==> src/rtl/disp_pkg.sv <==
// Shared constants and font lookup for the 4-digit 7-segment scanner.
// All segment and select values are active-low.
package disp_pkg;

    localparam logic [7:0] SEG_OFF = 8'hFF;
    localparam logic [3:0] SEL_OFF = 4'hF;

    // {dp,g,f,e,d,c,b,a} glyphs with dp off; entry 0 is the low byte
    localparam logic [15:0][7:0] FONT = {
        8'h8E, 8'h86, 8'hA1, 8'hC6,
        8'h83, 8'h88, 8'h90, 8'h80,
        8'hF8, 8'h82, 8'h92, 8'h99,
        8'hB0, 8'hA4, 8'hF9, 8'hC0
    };

    function automatic logic [7:0] hex_font(
        input logic [3:0] nibble,
        input logic       dp
    );
        return {~dp, FONT[nibble][6:0]};
    endfunction

endpackage

==> src/rtl/disp_scan_if.sv <==
// Display word in, multiplexed digit/segment drive out.
interface disp_if;

    logic [15:0] number;
    logic [3:0]  dot;
    logic [3:0]  blank;
    logic [3:0]  sel;
    logic [7:0]  seg;

    modport master (
        output number, dot, blank,
        input  sel, seg
    );

    modport slave (
        input  number, dot, blank,
        output sel, seg
    );

endinterface

==> src/rtl/disp_scan_hex7seg.sv <==
// Combinational nibble + decimal point to active-low segment pattern.
module hex7seg
    import disp_pkg::*;
(
    input  logic [3:0] nibble,
    input  logic       dp,
    output logic [7:0] seg
);

    assign seg = hex_font(nibble, dp);

endmodule

==> src/rtl/disp_scan.sv <==
// 4-digit scanned 7-segment driver with per-slot blanking gap and
// once-per-frame snapshot of the displayed word.
module disp_scan
    import disp_pkg::*;
#(
    parameter int TICK_DIV  = 12500,
    parameter int BLANK_CYC = 64
) (
    input  logic clk,
    input  logic rst,
    disp_if.slave io
);

    localparam int CW = (TICK_DIV > 1) ? $clog2(TICK_DIV) : 1;
    localparam logic [CW-1:0] CNT_MAX   = CW'(TICK_DIV - 1);
    localparam logic [CW-1:0] BLANK_END = CW'(BLANK_CYC);

    logic [CW-1:0] cnt_q, cnt_d;
    logic [1:0]    idx_q, idx_d;
    logic [15:0]   num_sh_q, num_sh_d;
    logic [3:0]    dot_sh_q, dot_sh_d;
    logic [3:0]    blank_sh_q, blank_sh_d;
    logic [3:0]    sel_q, sel_d;
    logic [7:0]    seg_q, seg_d;

    logic [3:0] nib;
    logic       nib_dp;
    logic [7:0] font_seg;

    hex7seg u_font (
        .nibble (nib),
        .dp     (nib_dp),
        .seg    (font_seg)
    );

    always_comb begin
        cnt_d      = cnt_q + CW'(1);
        idx_d      = idx_q;
        num_sh_d   = num_sh_q;
        dot_sh_d   = dot_sh_q;
        blank_sh_d = blank_sh_q;
        sel_d      = SEL_OFF;
        seg_d      = SEG_OFF;
        nib        = num_sh_q[{idx_q, 2'b00} +: 4];
        nib_dp     = dot_sh_q[idx_q];

        if (cnt_q == CNT_MAX) begin
            cnt_d = '0;
            idx_d = idx_q + 2'd1;
        end

        // Capture at the top of digit 0 so a frame never mixes two words
        if (cnt_q == '0 && idx_q == 2'd0) begin
            num_sh_d   = io.number;
            dot_sh_d   = io.dot;
            blank_sh_d = io.blank;
        end

        if (cnt_q >= BLANK_END) begin
            sel_d = ~(4'b0001 << idx_q);
            if (!blank_sh_q[idx_q]) seg_d = font_seg;
        end
    end

    always_ff @(posedge clk) begin
        if (rst) begin
            cnt_q      <= '0;
            idx_q      <= 2'd0;
            num_sh_q   <= '0;
            dot_sh_q   <= '0;
            blank_sh_q <= '0;
            sel_q      <= SEL_OFF;
            seg_q      <= SEG_OFF;
        end else begin
            cnt_q      <= cnt_d;
            idx_q      <= idx_d;
            num_sh_q   <= num_sh_d;
            dot_sh_q   <= dot_sh_d;
            blank_sh_q <= blank_sh_d;
            sel_q      <= sel_d;
            seg_q      <= seg_d;
        end
    end

    assign io.sel = sel_q;
    assign io.seg = seg_q;

endmodule

==> src/flat_wrapper.sv <==
// flat-port wrapper written by rule: the top's interface ports become plain ports
module disp_scan_flat import disp_pkg::*;
#(
    parameter int TICK_DIV  = 12500,
    parameter int BLANK_CYC = 64
)
  (clk, rst, io_number, io_dot, io_blank, io_sel, io_seg);
  disp_if io_i ();
  input  logic clk;
  input  logic rst;
  input wire logic [$bits(io_i.number)-1:0] io_number;
  input wire logic [$bits(io_i.dot)-1:0] io_dot;
  input wire logic [$bits(io_i.blank)-1:0] io_blank;
  output wire logic [$bits(io_i.sel)-1:0] io_sel;
  output wire logic [$bits(io_i.seg)-1:0] io_seg;
  assign io_i.number = io_number;
  assign io_i.dot = io_dot;
  assign io_i.blank = io_blank;
  assign io_sel = io_i.sel;
  assign io_seg = io_i.seg;
  disp_scan #(.TICK_DIV(TICK_DIV), .BLANK_CYC(BLANK_CYC)) u_core (.clk(clk), .rst(rst), .io(io_i));
endmodule
==> config.mk <==
export PLATFORM = sky130hd
export DESIGN_NAME = disp_scan_flat
export DESIGN_NICKNAME = d
export VERILOG_FILES = /design/src/rtl/disp_pkg.sv /design/src/rtl/disp_scan_if.sv /design/src/rtl/disp_scan_hex7seg.sv /design/src/rtl/disp_scan.sv /design/src/flat_wrapper.sv
export SDC_FILE = /design/constraint.sdc
export NUM_CORES = 1
export LEC_CHECK = 0
export CORE_ASPECT_RATIO = 1.25
export CORE_UTILIZATION = 55
export CTS_BUF_LIST = sky130_fd_sc_hd__clkbuf_4 sky130_fd_sc_hd__clkbuf_8
export CTS_CLUSTER_SIZE = 12
export DETAILED_ROUTE_END_ITERATION = 16
export PLACE_DENSITY_LB_ADDON = 0.25
export SLEW_MARGIN = 40
export SYNTH_ARGS = -nofsm -noshare
export SYNTH_HDL_FRONTEND = slang
export SYNTH_SLANG_ARGS = --single-unit
export TNS_END_PERCENT = 50
==> constraint.sdc <==
create_clock -name clk -period 2.42 [get_ports clk]
set_input_delay 0.484 -clock clk [delete_from_list [all_inputs] [get_ports clk]]
set_output_delay 0.484 -clock clk [all_outputs]
set_load 0.1 [all_outputs]
# Word level (Yosys, flattened, before mapping)
# Memories as Yosys holds them, arrays and structs flattened. A register that Yosys moved wholly into a read port is not among the register bits.
# Index checks and enable logic that the tools add are counted.
# totals
mem_count	1
mem_bits_ro	128
ram_bits	0
latch_bits	0
out_inout_bits	12
regBits	52
# classes
add_sub_neg	2
bitwise_logic	3
eq_ne	1
muxes	5
order_cmp	3
reduce_logical	6
n_mul	0
n_div	0
shift	2
# memory_table
name	words	width	read_ports	rd_ports_with_merged_regs	wr	line	rtl
(no name shown)	16	8	1	1	0	disp_pkg.sv:20	return {~dp, FONT[nibble][6:0]};
# op_table
cell	n
variable part select 16 x 5 -> 4 bit	1
adder 14 x 1 -> 14 bit, second input constant	1
equality test 14 bit, second input constant	1
greater-or-equal comparator 14 x 7 -> 1 bit, second input constant	1
zero test 14 bit	1
2-to-1 mux 7 bit	1
less-than comparator 4 x 5 -> 1 bit, second input constant	1
binary-select mux 1 bit (select 2 bit)	2
inverter 4 bit	1
OR reduction 2 bit	2
left shift 1 x 2 -> 4 bit, first input constant	1
less-than comparator 2 x 3 -> 1 bit, second input constant	1
OR reduction 3 bit	1
adder 2 x 1 -> 2 bit, second input constant	1
zero test 2 bit	1
2-to-1 mux 1 bit	2
inverter 1 bit	2
logical AND 1 bit	1

# Longest topological paths before layout
# Gate-level depths: netlist (run 1).
# logic_depth
depth_word	3
mapped_depth	8

# Modules after synthesis
# Synthesis (run 1) repeated with hierarchy kept, for this count alone.
# unflattened
cells_unflattened	237
area_unflattened_um2	2433.6
# by_module_without_submodules
module	n_inst	seq_area_each_um2	cells_each	area_per_inst_um2
disp_scan	1	1041.0	201	2158.3
hex7seg	1	0.0	36	275.3

# Worst setup path before layout (run 1)
# Ideal clock, no wire load.
# synth_path
kind	register to register
startpoint	register u_core.idx_q[0]
endpoint	register u_core.seg_q[4], in the netlist u_core.io.seg[4]
required_time_ps	2302
path_stages_with_launch	7
setup_ps	118
setup_slack_ps	552
period_less_slack_ps	1868
n_path_buf	1
arrival_time_ps	1750
path_cell_list	dfxtp_1 > buf_6 > mux4_2 > ha_1 > mux2_1 > o21ai_1 > nand2_1
# synth_between
elab_chain_len	3
# synth_rtl
element	line	rtl
from (decl)	disp_scan.sv:19	logic [1:0] idx_q, idx_d;
from (signal assigned)	disp_scan.sv:76	idx_q <= idx_d;
branches (longest 3 deep; another with variable part select 16 x 5 -> 4 bit)	--	
to (decl)	disp_scan.sv:24	logic [7:0] seg_q, seg_d;
# Parallel ways; which one is timed is not known. The select of a mux whose other input is x is not followed.
# A chain may end at the register's enable or synchronous reset.

# Worst setup path after layout (run 1)
# Ends and elaborated chain as after synthesis.

==> flow_summary_export.csv, run 1 <==
group,metric,value,unit
route,drtIter0Drc,79,
clock_network,cts_tree,"yes",
power_and_ir_drop,p_sw_frac,0.243,
logic_synthesis,ys.flop_type,"dfxtp_1",
sta,hold_violations,0,
clock_network,clk_pin_slew,80,ps
route,vias_per_cell,5.25,
finish,final_core_util,0.699,
clock_network,insertion_delay,300,ps
power_and_ir_drop,p_int,0.00130,W
clock_network,cts_made_buffers,5,
setup_path,slowest_delay,650,ps
route,wl,4530,um
finish,antenna_cells,0,
placement,dp_hpwl,3370,um
worst_hold_path,hold_path_class,"reg2reg",
flow_run,max-cap-violations,0,
clock_network,cts.hold.buffers_added,0,
logic_synthesis,synth-seq-cells,52,
sta,finClkSkew,8.01,ps
global_route,first_global_vias,1621,
finish,layout-drive-gt1-share,0.138,
logic_synthesis,ys_seq_area_frac,0.434,
setup_path,crit_path_start_kind,"flip-flop",
clock_network,cts_buffer_depth,2,
logic_synthesis,synth_cells,238,
placement,io_buffers,37,
route,drc,0,
die,core,4130,sq um
route,vias,1744,
logic_synthesis,avgSynthCellArea,10.1,sq um
sta,min_period,2000,ps
logic_synthesis,syn_nets,276,
sta,tightestPinTransition,459,ps
clock_network,cts_sinks,52,
finish,fin_nets,313,
power_and_ir_drop,seqPwrFrac,0.542,
logic_synthesis,synth_area_leaders,"dfxtp_1 43%, mux2i_1 10%, mux4_2 6.6%",
die,fp.dieH,75.9,um
clock_network,h-tree-depth,2,
logic_synthesis,synthDistinctLibCells,40,
sta,final_max_slew_viol_count,0,
setup_path,worstPathArrival,2210,ps
power_and_ir_drop,ir_drop,0.467,mV
global_route,antenna_found_initial,0,
clock_network,postCtsSetupRepairBufs,0,
worst_hold_path,hp-start,"u_core.cnt_q[0]",
status,status,"finished, final reports clean",
global_route,grt_max_degree,27,
die,rows,26,
logic_synthesis,synth_edf_count,0,
setup_path,cp_slowest_cell,"mux4_2",
route,wire_per_inst,13.7,um
global_route,grt_overflow,0,
sta,timing.fmax,499,MHz
die,die_area,4640,sq um
finish,syn_to_final_growth,20.3,%
die,ioPinCount,38,
sta,rsz0062_at_grt,"false",
placement,place.gp.congestion,0.922,
global_route,grt_pass1_wl,7090,um
logic_synthesis,synth_largest_area_cell,"dfxtp_1",
power_and_ir_drop,p_switching,0.000419,W
logic_synthesis,syn_area,2400,sq um
power_and_ir_drop,leakagePower,1.15,nW
logic_synthesis,ys_warn_count,0,
setup_path,cp_cell_sequence,"buf_4, mux4_2, mux2_1, o21ai_1, nand2_1",
power_and_ir_drop,clockPowerShare,0.300,
clock_network,cts-resized-gates,0,
setup_path,endpoint_kind,"flip-flop",
route,ant_nets,0,
setup_path,cp.required,2620,ps
sta,setup_violations,0,
logic_synthesis,ys_async_sr_fraction,0,
sta,fin_setup_tns,0,ps
sta,finalCritPeriodShare,0.828,
setup_path,r2r-start,"u_core.idx_q[0]",
die,start_util,0.581,
setup_path,crit_fanout,15,
logic_synthesis,synth_top_area_frac,0.434,
power_and_ir_drop,p_per_area,596,nW/um^2
die,chipWidth,61.1,um
route,dr.pass1.iters,4,
sta,relSlewSlack,0.694,
global_route,grtUsageTotal,0.211,
power_and_ir_drop,combinationalPowerShare,0.158,
setup_path,r2r_slack,420,ps
setup_path,worstSetupPathType,"reg2reg",
clock_network,root_buffer,"clkbuf_8",
setup_path,worstSetupStartpoint,"u_core.idx_q[0]",
## placed cells by master (no fill, tap or decap), types with 7 or more instances in the layout
cell and count:
xnor2_1 10, nand2_1 14, buf_4 16, mux4_2 7
nor2_1 41, nand3_1 8, ha_1 12, mux2i_1 25
dfxtp_1 52, clkdlybuf4s50_1 25, inv_1 9
## Yosys cell counts, types with 2 or more instances
library cell  number
a21oi_1            4
and3_1             2
and4_1             3
buf_2              6
buf_6              2
clkbuf_1           3
dfxtp_1           52
ha_1              12
inv_1              9
mux2i_1           25
mux4_2             7
nand2_1           14
nand3_1            8
nor2_1            41
nor3_1             3
nor4_1             3
nor4_2             2
o211ai_1           2
o21ai_0            2
o21ai_1            2
or2_0              2
or3_1              2
xnor2_1           10
xor2_1             6
## state kept, by name (all words and copies together) (netlist names)
register and flops:
u_core.blank_sh_q 4, u_core.cnt_q 14, u_core.dot_sh_q 4, u_core.idx_q 2, u_core.io.seg 8, u_core.io.sel 4, u_core.num_sh_q 16
## area by class of cell
type | instances | area [sq um]
Multi-Input combinational cell | 165 | 1250
Clock buffer | 8 | 97.6
Fill cell | 326 | 1240
Tap cell | 56 | 70.1
Sequential cell | 52 | 1040
Timing Repair Buffer | 42 | 390
Inverter | 9 | 33.8
## layer usage
metal | track usage | part of all wire | vias up
met2 | 0.380 | 0.52 | 36
met5 | 0 | 0 | -
met3 | 0.0323 | 0.027 | 15
met1 | 0.226 | 0.41 | 809
met4 | 0.134 | 0.036 | 0
li1 | - | - | 884
## worst max-delay path: cells and delay by family (launching register included)
kind	cells	cell delay (ps)
AO/OA/AOI/OAI	1	110
buffers and inverters	1	220
flip-flops	1	510
multiplexers	2	1010
AND/OR/NAND/NOR	1	60
## logic make-up (layout without fill, tap and decap cells)
group | after synthesis | in the layout | synth area share
flops | 52 | 52 | 0.434
compound gates | 13 | 13 | 0.0349
simple gates | 91 | 91 | 0.192
fa+ha+maj | 12 | 12 | 0.0625
buf+inv | 21 | 59 | 0.0438
mux | 33 | 33 | 0.175
xor+xnor | 16 | 16 | 0.0584
## per-stage QoR
stage / instances / hold WS [ps] / setup slack [ps] / area (sq um) / power (W)
3_5_place_dp: 324 / 468 / 428 / 2790 / 0.00122
6_report: 332 / 481 / 417 / 2890 / 0.00172
5_1_grt: 332 / 517 / 329 / 2890 / 0.00181
3_3_place_gp: 324 / 454 / 454 / 2790 / 0.00122
2_1_floorplan: 238 / 437 / 552 / 2400 / 0.00113
4_1_cts: 332 / 489 / 406 / 2890 / 0.00174
## final timing paths
kind	to	depth (start not counted)
hold / removal	u_core.cnt_q[0]	1
setup / recovery	u_core.io.seg[4]	5
setup reg to reg	u_core.io.seg[4]	5
hold reg to reg	u_core.cnt_q[0]	1
## power by group through the flow
| stage | registers [W] | logic (W) | clock network [W] |
|---|---|---|---|
| 4_1_cts | 0.000933 | 0.000273 | 0.000533 |
| 5_1_grt | 0.000938 | 0.000297 | 0.000571 |
| 6_report | 0.000933 | 0.000271 | 0.000517 |
| 3_5_place_dp | 0.000953 | 0.000270 | 0 |
| 2_1_floorplan | 0.000939 | 0.000195 | 0 |
| 3_3_place_gp | 0.000952 | 0.000264 | 0 |
Note: power is estimated with default switching activity, not from simulation.
==> run 2: changes to the inputs <==
- clock period: 2.42 -> 2 ns (I/O delays scaled with it)
==> run 2 against run 1 <==
Compared with the run above: utilization is 0.33 points higher; first-iteration DRC count fell by 5.1%; combinational power rose by 23%; largest power group unchanged; wire length fell by 1.9%; sequential share of layout area down 0.17 points; die area did not move; non-clock buffer count grew 4; critical path depth did not move; clock power up 9.3%; cell area is 0.48% higher; fmax grew 6.7%; worst hold slack got worse by 4.1 ps.
==> flow_summary_export.csv, run 2 (synthesized netlist as in run 1, its figures left out) <==
group,metric,value,unit
status,status,"finished, final reports clean",
global_route,grt_max_degree,25,
sta,min_period,1880,ps
clock_network,cts_buffer_depth,2,
clock_network,postCtsSetupRepairBufs,0,
clock_network,insertion_delay,300,ps
power_and_ir_drop,p_switching,0.000501,W
sta,final_max_slew_viol_count,0,
die,rows,26,
power_and_ir_drop,clockPowerShare,0.280,
finish,multi_input_area,1250,sq um
finish,final_cell_mix,"52 x dfxtp_1, 41 x nor2_1, 25 x mux2i_1, 25 x clkdlybuf4s50_1, 20 x buf_4",
sta,tightestPinTransition,506,ps
finish,regArea,1040,sq um
finish,final_common_cell,"dfxtp_1",
clock_network,cts_sinks,52,
sta,finalCritPeriodShare,0.939,
sta,fin_setup_tns,0,ps
finish,top_register,"u_core.num_sh_q",
die,ioPinCount,38,
power_and_ir_drop,p_per_area,697,nW/um^2
sta,rsz0062_at_grt,"false",
setup_path,r2r_slack,120,ps
global_route,grt_overflow,0,
clock_network,clk_pin_slew,90,ps
die,core,4130,sq um
power_and_ir_drop,combinationalPowerShare,0.164,
route,dr.pass1.iters,4,
placement,dp_hpwl,3370,um
setup_path,cp.required,2200,ps
clock_network,cts-resized-gates,0,
route,drtIter0Drc,75,
die,chipWidth,61.1,um
worst_hold_path,hold_path_class,"reg2reg",
clock_network,h-tree-depth,2,
flow_run,max-cap-violations,0,
power_and_ir_drop,seqPwrFrac,0.556,
clock_network,cts_made_buffers,5,
finish,antenna_cells,0,
setup_path,worstPathArrival,2080,ps
global_route,grt_pass1_wl,7280,um
finish,fin_cells,335,
route,vias,1722,
power_and_ir_drop,p_int,0.00152,W
sta,setup_violations,0,
finish,fillers,322,
global_route,antenna_found_initial,0,
clock_network,root_buffer,"clkbuf_8",
finish,largest_reg_flops,16,
placement,io_buffers,37,
die,start_util,0.581,
power_and_ir_drop,p_sw_frac,0.247,
setup_path,crit_path_start_kind,"flip-flop",
placement,numPlacedInstances,328,
global_route,first_global_vias,1688,
setup_path,worstSetupPathType,"reg2reg",
sta,finClkSkew,8.96,ps
clock_network,cts.hold.buffers_added,0,
sta,timing.fmax,533,MHz
finish,layout-drive-gt1-share,0.147,
sta,relSlewSlack,0.663,
setup_path,endpoint_kind,"flip-flop",
route,vias_per_cell,5.14,
route,ant_nets,0,
die,fp.dieH,75.9,um
route,drc,0,
power_and_ir_drop,leakagePower,1.16,nW
placement,place.gp.congestion,0.943,
global_route,grtUsageTotal,0.220,
power_and_ir_drop,ir_drop,0.590,mV
clock_network,cts_tree,"yes",
route,wl,4450,um
finish,fin_nets,317,
route,wire_per_inst,13.3,um
sta,hold_violations,0,
setup_path,crit_fanout,6,
finish,syn_to_final_growth,20.8,%
die,die_area,4640,sq um
==> run 2: per-stage QoR <==
stage | worst slack [ps] | hold slack, ps | utilization | total power [W] | instance area (sq um)
after global routing | 6.34 | 533 | 0.702 | 0.00212 | 2900
after global placement | 193 | 453 | 0.683 | 0.00148 | 2820
after floorplan | 132 | 437 | - | 0.00137 | 2400
final | 123 | 477 | 0.702 | 0.00202 | 2900
after CTS | 127 | 483 | 0.702 | 0.00205 | 2900
after detailed placement | 135 | 462 | 0.683 | 0.00148 | 2820
==> run 2: cell type report <==
| cell class | count | area share |
|---|---|---|
| sequential | 52 | 0.359 |
| timing repair buffer | 46 | 0.145 |
| clock inverter | 1 | 0.00172 |
| tap | 56 | 0.0241 |
| inverter | 9 | 0.0116 |
| clock buffer | 6 | 0.0263 |
| multi-input combinational | 165 | 0.433 |
==> run 2: final timing paths <==
check                     endpoint             from  cells after the start
hold reg to reg    u_core.cnt_q[0]  u_core.cnt_q[0]                      1
hold / removal     u_core.cnt_q[0]  u_core.cnt_q[0]                      1
setup / recovery  u_core.io.seg[4]  u_core.idx_q[0]                      5
setup reg to reg  u_core.io.seg[4]  u_core.idx_q[0]                      5
==> run 2: worst max-delay path, stage by stage, from the launching register on <==
cell	delay (ps)
dfxtp_1	440
mux4_2	610
ha_1	250
mux2_1	300
o21ai_1	120
nand2_1	60
==> run 2: power by group through the flow <==
stage          registers, W  logic, W  clock network, W
4_1_cts             0.00113  0.000335          0.000585
5_1_grt             0.00113  0.000367          0.000622
2_1_floorplan       0.00114  0.000236                 0
6_report            0.00113  0.000332          0.000565
3_3_place_gp        0.00115  0.000327                 0
3_5_place_dp        0.00115  0.000334                 0
==> run 2: routing by layer <==
layer  up-vias  part of all wire  global-route usage
li1        887                 -                   -
met1       799              0.39               0.218
met2        27              0.54               0.412
met3         9             0.032              0.0577
met4         0             0.031               0.114
met5         -                 0                   0
